## config.mk

```make
export PLATFORM = sky130hd
export DESIGN_NAME = param_fifo
export DESIGN_NICKNAME = d
export VERILOG_FILES = /design/src/rtl/param_fifo.sv
export SDC_FILE = /design/constraint.sdc
export NUM_CORES = 1
export LEC_CHECK = 0
export CAP_MARGIN = 0
export CORE_ASPECT_RATIO = 1.75
export CORE_MARGIN = 2
export CORE_UTILIZATION = 55
export DETAILED_ROUTE_END_ITERATION = 10
export PLACE_DENSITY = 0.84
export REMOVE_ABC_BUFFERS = 1
export SLEW_MARGIN = 0
export SYNTH_ARGS = -nofsm -noshare
export SYNTH_HDL_FRONTEND = slang
export SYNTH_SLANG_ARGS = --single-unit
```

## constraint.sdc

```tcl
create_clock -name clk -period 7.7 [get_ports clk]
set_clock_uncertainty 0.05 [all_clocks]
set_input_delay 1.925 -clock clk [delete_from_list [all_inputs] [get_ports clk]]
set_output_delay 1.925 -clock clk [all_outputs]
set_load 0.01 [all_outputs]
```

## src/rtl/param_fifo.sv

```systemverilog
// Parametrised synchronous FIFO: circular buffer with registered flags,
// occupancy count, synchronous flush and one-cycle overflow/underflow pulses.
//
// Ports:
//   clk, rst (async, active-high), clr (sync flush)
//   wr_en/wr_data           : write request and data
//   rd_en                   : read request
//   rd_data/rd_valid        : registered read data, valid for one cycle
//   full/empty              : count == DEPTH / count == 0
//   almost_full/almost_empty: count >= AF_LEVEL / count <= AE_LEVEL
//   count                   : occupancy, $clog2(DEPTH+1) bits
//   overflow/underflow      : one-cycle pulse on a rejected write/read
module param_fifo #(
    parameter int DATA_W   = 32,
    parameter int DEPTH    = 8,
    parameter int AF_LEVEL = 6,
    parameter int AE_LEVEL = 1,
    localparam int CW      = $clog2(DEPTH + 1)
) (
    input  logic              clk,
    input  logic              rst,
    input  logic              clr,
    input  logic              wr_en,
    input  logic [DATA_W-1:0] wr_data,
    input  logic              rd_en,
    output logic [DATA_W-1:0] rd_data,
    output logic              rd_valid,
    output logic              full,
    output logic              empty,
    output logic              almost_full,
    output logic              almost_empty,
    output logic [CW-1:0]     count,
    output logic              overflow,
    output logic              underflow
);

    localparam int PW = $clog2(DEPTH);

    logic [DATA_W-1:0] mem [DEPTH];
    logic [PW-1:0]     wr_ptr;
    logic [PW-1:0]     rd_ptr;
    logic [CW-1:0]     count_nxt;
    logic              wr_ok;
    logic              rd_ok;

    // Wrap explicitly so non power-of-two depths work.
    function automatic logic [PW-1:0] ptr_inc(input logic [PW-1:0] p);
        return (p == PW'(DEPTH - 1)) ? '0 : p + PW'(1);
    endfunction

    // Acceptance uses the registered flags only: no same-cycle bypass.
    assign wr_ok = wr_en && !full && !clr;
    assign rd_ok = rd_en && !empty && !clr;

    always_comb begin
        count_nxt = count;
        if (wr_ok && !rd_ok)
            count_nxt = count + CW'(1);
        else if (rd_ok && !wr_ok)
            count_nxt = count - CW'(1);
    end

    // Storage is intentionally not reset.
    always_ff @(posedge clk) begin
        if (wr_ok)
            mem[wr_ptr] <= wr_data;
    end

    always_ff @(posedge clk or posedge rst) begin
        if (rst) begin
            wr_ptr       <= '0;
            rd_ptr       <= '0;
            count        <= '0;
            rd_data      <= '0;
            rd_valid     <= 1'b0;
            full         <= 1'b0;
            empty        <= 1'b1;
            almost_full  <= 1'b0;
            almost_empty <= 1'b1;
            overflow     <= 1'b0;
            underflow    <= 1'b0;
        end else if (clr) begin
            wr_ptr       <= '0;
            rd_ptr       <= '0;
            count        <= '0;
            rd_data      <= '0;
            rd_valid     <= 1'b0;
            full         <= 1'b0;
            empty        <= 1'b1;
            almost_full  <= 1'b0;
            almost_empty <= 1'b1;
            overflow     <= 1'b0;
            underflow    <= 1'b0;
        end else begin
            overflow  <= wr_en && full;
            underflow <= rd_en && empty;
            rd_valid  <= rd_ok;
            if (wr_ok)
                wr_ptr <= ptr_inc(wr_ptr);
            if (rd_ok) begin
                rd_data <= mem[rd_ptr];
                rd_ptr  <= ptr_inc(rd_ptr);
            end
            // Flags track the new count on the same edge.
            count        <= count_nxt;
            full         <= (count_nxt == CW'(DEPTH));
            empty        <= (count_nxt == '0);
            almost_full  <= (count_nxt >= CW'(AF_LEVEL));
            almost_empty <= (count_nxt <= CW'(AE_LEVEL));
        end
    end

endmodule

```

After elaboration in Yosys (flattened, before gate mapping)
Memory sizes are Yosys's and may differ from the RTL's.
Index checks and enable logic that the tools add are counted.
{"block": "word_totals", "mem_bits_rw": 256, "inputBits": 37, "regBits": 49, "memories": 1}
{"block": "op_classes", "n_addsub": 4, "eq_ne": 3, "n_lt_le_gt_ge": 2, "n_reduce_logical": 16, "muxes": 20}
{"memory": "mem", "words": 8, "word_bits": 32, "rd": 1, "rd_ports_with_merged_regs": 0, "write_ports": 1, "line_no": "39", "text": "logic [DATA_W-1:0] mem [DEPTH];"}
{"operator": "$mux W32", "count": 2}
{"operator": "$mux W3", "count": 6}
{"operator": "$mux W4", "count": 3}
{"operator": "$mux W1", "count": 9}
{"operator": "$logic_and A1 B1 Y1", "count": 8}
{"operator": "$add A3 B1 Y3 const B", "count": 2}
{"operator": "$eq A3 B3 Y1 const B", "count": 2}
{"operator": "$logic_not A1 Y1", "count": 5}
{"operator": "$add A4 B1 Y4 const B", "count": 1}
{"operator": "$eq A4 B4 Y1 const B", "count": 1}
{"operator": "$ge A4 B3 Y1 const B", "count": 1}
{"operator": "$le A4 B1 Y1 const B", "count": 1}
{"operator": "$logic_not A4 Y1", "count": 1}
{"operator": "$reduce_bool A2 Y1", "count": 2}
{"operator": "$sub A4 B1 Y4 const B", "count": 1}

Longest topological paths before layout
{"block": "depth", "ltp_word": 9, "depth_mapped": 9, "ltp_nobuf": 7}

Worst setup path after synthesis
No wires, ideal clock.
{"block": "synth_path", "path_kind": "in2reg", "from": "in clr", "to": "mem mem[0][0] (enable)", "stages": 3, "arrival_time_ps": 4718, "setup_ps": 461, "path_slack_ps": 2471, "t_required_ps": 7189, "path_cell_list": "buf_4 -> or3_1 -> nor3_1"}
{"block": "synth_between", "elab_chain_len": 4}
{"item": "start, declared", "line_no": "22", "text": "input logic clr,"}
{"item": "$logic_not A1 Y1", "line_no": "52", "text": "assign wr_ok = wr_en && !full && !clr;"}
{"item": "$logic_and A1 B1 Y1", "line_no": "52"}
{"item": "$mux W1", "line_no": "65", "text": "if (wr_ok)"}
{"item": "$mux W1 (not written as such)", "line_no": "66", "text": "mem[wr_ptr] <= wr_data;"}
{"item": "end, declared", "line_no": "39"}
No other way between the ends.

Final worst setup path
{"block": "layout_path", "from": "in clr", "to": "mem mem[4][23] (enable)"}
The elaborated chain is that of the path after synthesis.

==> impl_metrics.csv <==
group,metric,value,unit
run_status,status,"complete, no violations",
cells_and_area,final_area,13500,sq um
synthesis,synth.area.mux_share,15.6,%
route,drt_iter0_markers,514,
synthesis,synth-seq-area-share,76.8,%
global_routing,grt_pass1_vias,6086,
cells_and_area,area_growth,16.6,%
hold_path,min_path_cells,2,
timing,setup_viol,0,
worst_setup_path,r2r_start,"rd_ptr[0]",
timing,tightest_slew,1.21,ns
die,core_area,20800,sq um
power,total_leakage_power,0.00443,uW
die,die_area,22300,sq um
flow_run,cap_violations,0,
worst_setup_path,cp_top_family,"simple AND/OR/NAND/NOR gates",
placement,numPortBuffers,79,
worst_setup_path,startpoint_type,"primary input",
worst_setup_path,path_buf_inv,1,
worst_setup_path,crit_path_max_incr_delay,0.95,ns
timing,grt_setup_unrepaired,"no",
timing,finalHoldViolations,0,
clock_network,post_cts_buffers,0,
route,wirelength,22400,um
global_routing,grt_overflow_total,0,
cells_and_area,diodes,0,
hold_path,min-delay-start,"rd_data[14]",
synthesis,syn_inst,566,
timing,tns,0,ns
route,via_per_inst,6.07,
worst_setup_path,rrSetupSlack,5.00,ns
synthesis,syn-cell-area,11600,sq um
placement,gp_congestion,0.780,
synthesis,synth-seq-cells,305,
placement,placed_area,12700,sq um
worst_setup_path,critical_path_class,"primary input to register",
clock_network,cts_tree,"built",
clock_network,cts-resized-gates,0,
clock_network,cts_hold_buf,0,
timing,slew_violations,0,
synthesis,synth_compound_area_share,2.36,%
synthesis,synth-simple-area-share,2.91,%
die,num_rows,70,
hold_path,worstHoldEndpoint,"rd_data[14]",
hold_path,hp-class,"register to register",
clock_network,root_buffer,"clkbuf_16",
cells_and_area,final_common_cell,"edfxtp_1",
die,die_h,196,um
route,num_vias,5592,
worst_setup_path,cp_slowest_cell,"nor2_4",
cells_and_area,drive_gt1_share,20.2,%
die,pin_count,80,
clock_network,clock_sinks,305,
timing,max_freq,234,MHz
worst_setup_path,r2r_end,"rd_data[4]",
worst_setup_path,critPathArrivalTime,4.37,ns
worst_setup_path,crit_required,7.79,ns
global_routing,grt_antenna_before_repair,0,
synthesis,syn_area_per_cell,20.5,sq um
worst_setup_path,cp-end-kind,"register",
worst_setup_path,r2r_cells,4,
worst_setup_path,cp_cell_sequence,"clkdlybuf4s50_1 -> or3_1 -> nor2_4",
global_routing,grt_max_degree,67,
synthesis,synth-xor-area-share,0.216,%
placement,hpwlAfterDp,12700,um
synthesis,synth_fa_ha_area_share,0.647,%
clock_network,htree_levels,1,
clock_network,clk_path_buf_depth,3,
clock_network,clk-insertion-delay-late,0.52,ns
global_routing,grt_usage,20.9,%
cells_and_area,final_cell_mix,"edfxtp_1 (256), clkdlybuf4s50_1 (79), mux4_2 (64)",
power,p_per_area,277,nW/um^2
power,peakVddDrop,192,uV
route,routedWlPerCell,24.3,um
timing,finalCritPeriodShare,55.6,%
timing,fin_crit,4.28,ns
die,start_util,55.7,%
synthesis,synth_top_family_by_area,"multiplexers",
route,ant_nets,0,
route,dr.pass1.iters,5,
timing,maxSlewHeadroom,19.1,%
die,fp.dieW,114,um
synthesis,synth_cell_types,40,
worst_setup_path,cp_max_fo,32,
route,drc_errors,0,
global_routing,grt_pass1_wl,35000,um
clock_network,clkSlewWorstSetupHoldPaths,0.07,ns
clock_network,cts_buffers,26,
synthesis,ys_warn_count,0,
cells_and_area,nets,692,
==> cells in the mapped netlist (all sizes together) <==
library cell | n | area [sq um]
or3 | 1 | 6.26
nor3 | 4 | 31.3
a32o | 1 | 10.0
dfrtp | 47 | 1180
nor2b | 2 | 20.0
nor2 | 20 | 75.1
o21a | 1 | 7.51
clkbuf | 10 | 37.5
o211a | 1 | 10.0
a22oi | 1 | 21.3
buf | 19 | 106
ha | 6 | 75.1
a22o | 1 | 8.76
o21ai | 34 | 170
nand2b | 4 | 32.5
and3 | 1 | 6.26
xnor2 | 1 | 8.76
a41oi | 1 | 16.3
edfxtp | 256 | 7690
o2bb2ai | 1 | 8.76
mux2i | 36 | 364
nand2 | 36 | 135
xor2 | 1 | 16.3
dfstp | 2 | 52.6
mux4 | 64 | 1440
o2111a | 1 | 11.3
and2 | 1 | 8.76
inv | 8 | 32.5
and4b | 1 | 10.0
nor4 | 2 | 12.5
a21oi | 2 | 10.0
==> stage by stage <==
step	cells	hold slack, ns	utilization (%)	total power, uW	worst slack (ns)
floorplan	537	0.457	-	2290	2.43
global placement	873	0.415	60.8	2470	2.98
detailed placement	873	0.420	60.8	2490	2.86
CTS	921	0.434	64.9	3770	3.41
global route	921	0.458	64.9	3860	3.27
finish	921	0.429	64.9	3750	3.42
==> report_power, final <==
part	internal [uW]	total (uW)	leakage, uW	switching (uW)
registers	1860	1930	0.00297	65.4
logic	280	523	0.00106	243
clock network	732	1300	0.000403	564
==> logic make-up after synthesis <==
| family | count (synthesis) |
|---|---|
| muxes | 100 |
| AOI/OAI and AO/OA | 44 |
| DFF | 305 |
| adders and majority gates | 6 |
| buffers and inverters | 37 |
| and+or+nand+nor | 72 |
| xor gates and xnor gates | 2 |
==> worst max-delay path by stage <==
stage	from	end	slack (ns)	cells past startpoint
6_report	clr	mem[4][23]	3.42	3
5_1_grt	clr	mem[4][1]	3.27	3
4_1_cts	clr	mem[4][1]	3.41	3
3_5_place_dp	clr	mem[4][12]	2.86	3
3_3_place_gp	clr	mem[4][12]	2.98	3
2_1_floorplan	wr_en	mem[0][0]	2.43	3
==> registers in the layout, summed over array words and instances, names as in the netlist <==
register	count
rd_data	32
rd_valid	1
wr_ptr	3
almost_full	1
overflow	1
full	1
empty	1
mem	256
count	4
rd_ptr	3
almost_empty	1
underflow	1
==> worst reg2reg max path, cell delays in order (launching register included) <==
cell and delay (ns):
dfrtp_4 0.83, buf_4 0.70, mux4_2 0.60, mux2i_1 0.26
o21ai_0 0.12
==> layer usage <==
metal,vias to the layer above,track usage [%],part of all wire (%)
met2,215,37.9,56
met1,2916,26.2,37
met4,0,6.68,2.3
li1,2421,-,-
met3,40,2.26,5.4
met5,-,0,0
==> area by class of cell <==
| class | instances | area [sq um] |
|---|---|---|
| sequential | 305 | 8920 |
| inverter | 8 | 32.5 |
| clock buffer | 34 | 722 |
| timing repair buffer | 84 | 828 |
| tap | 252 | 315 |
| fill | 1353 | 7310 |
| clock inverter | 14 | 134 |
| multi-input combinational | 224 | 2580 |
No activity file was read; power rests on OpenSTA's default activity.
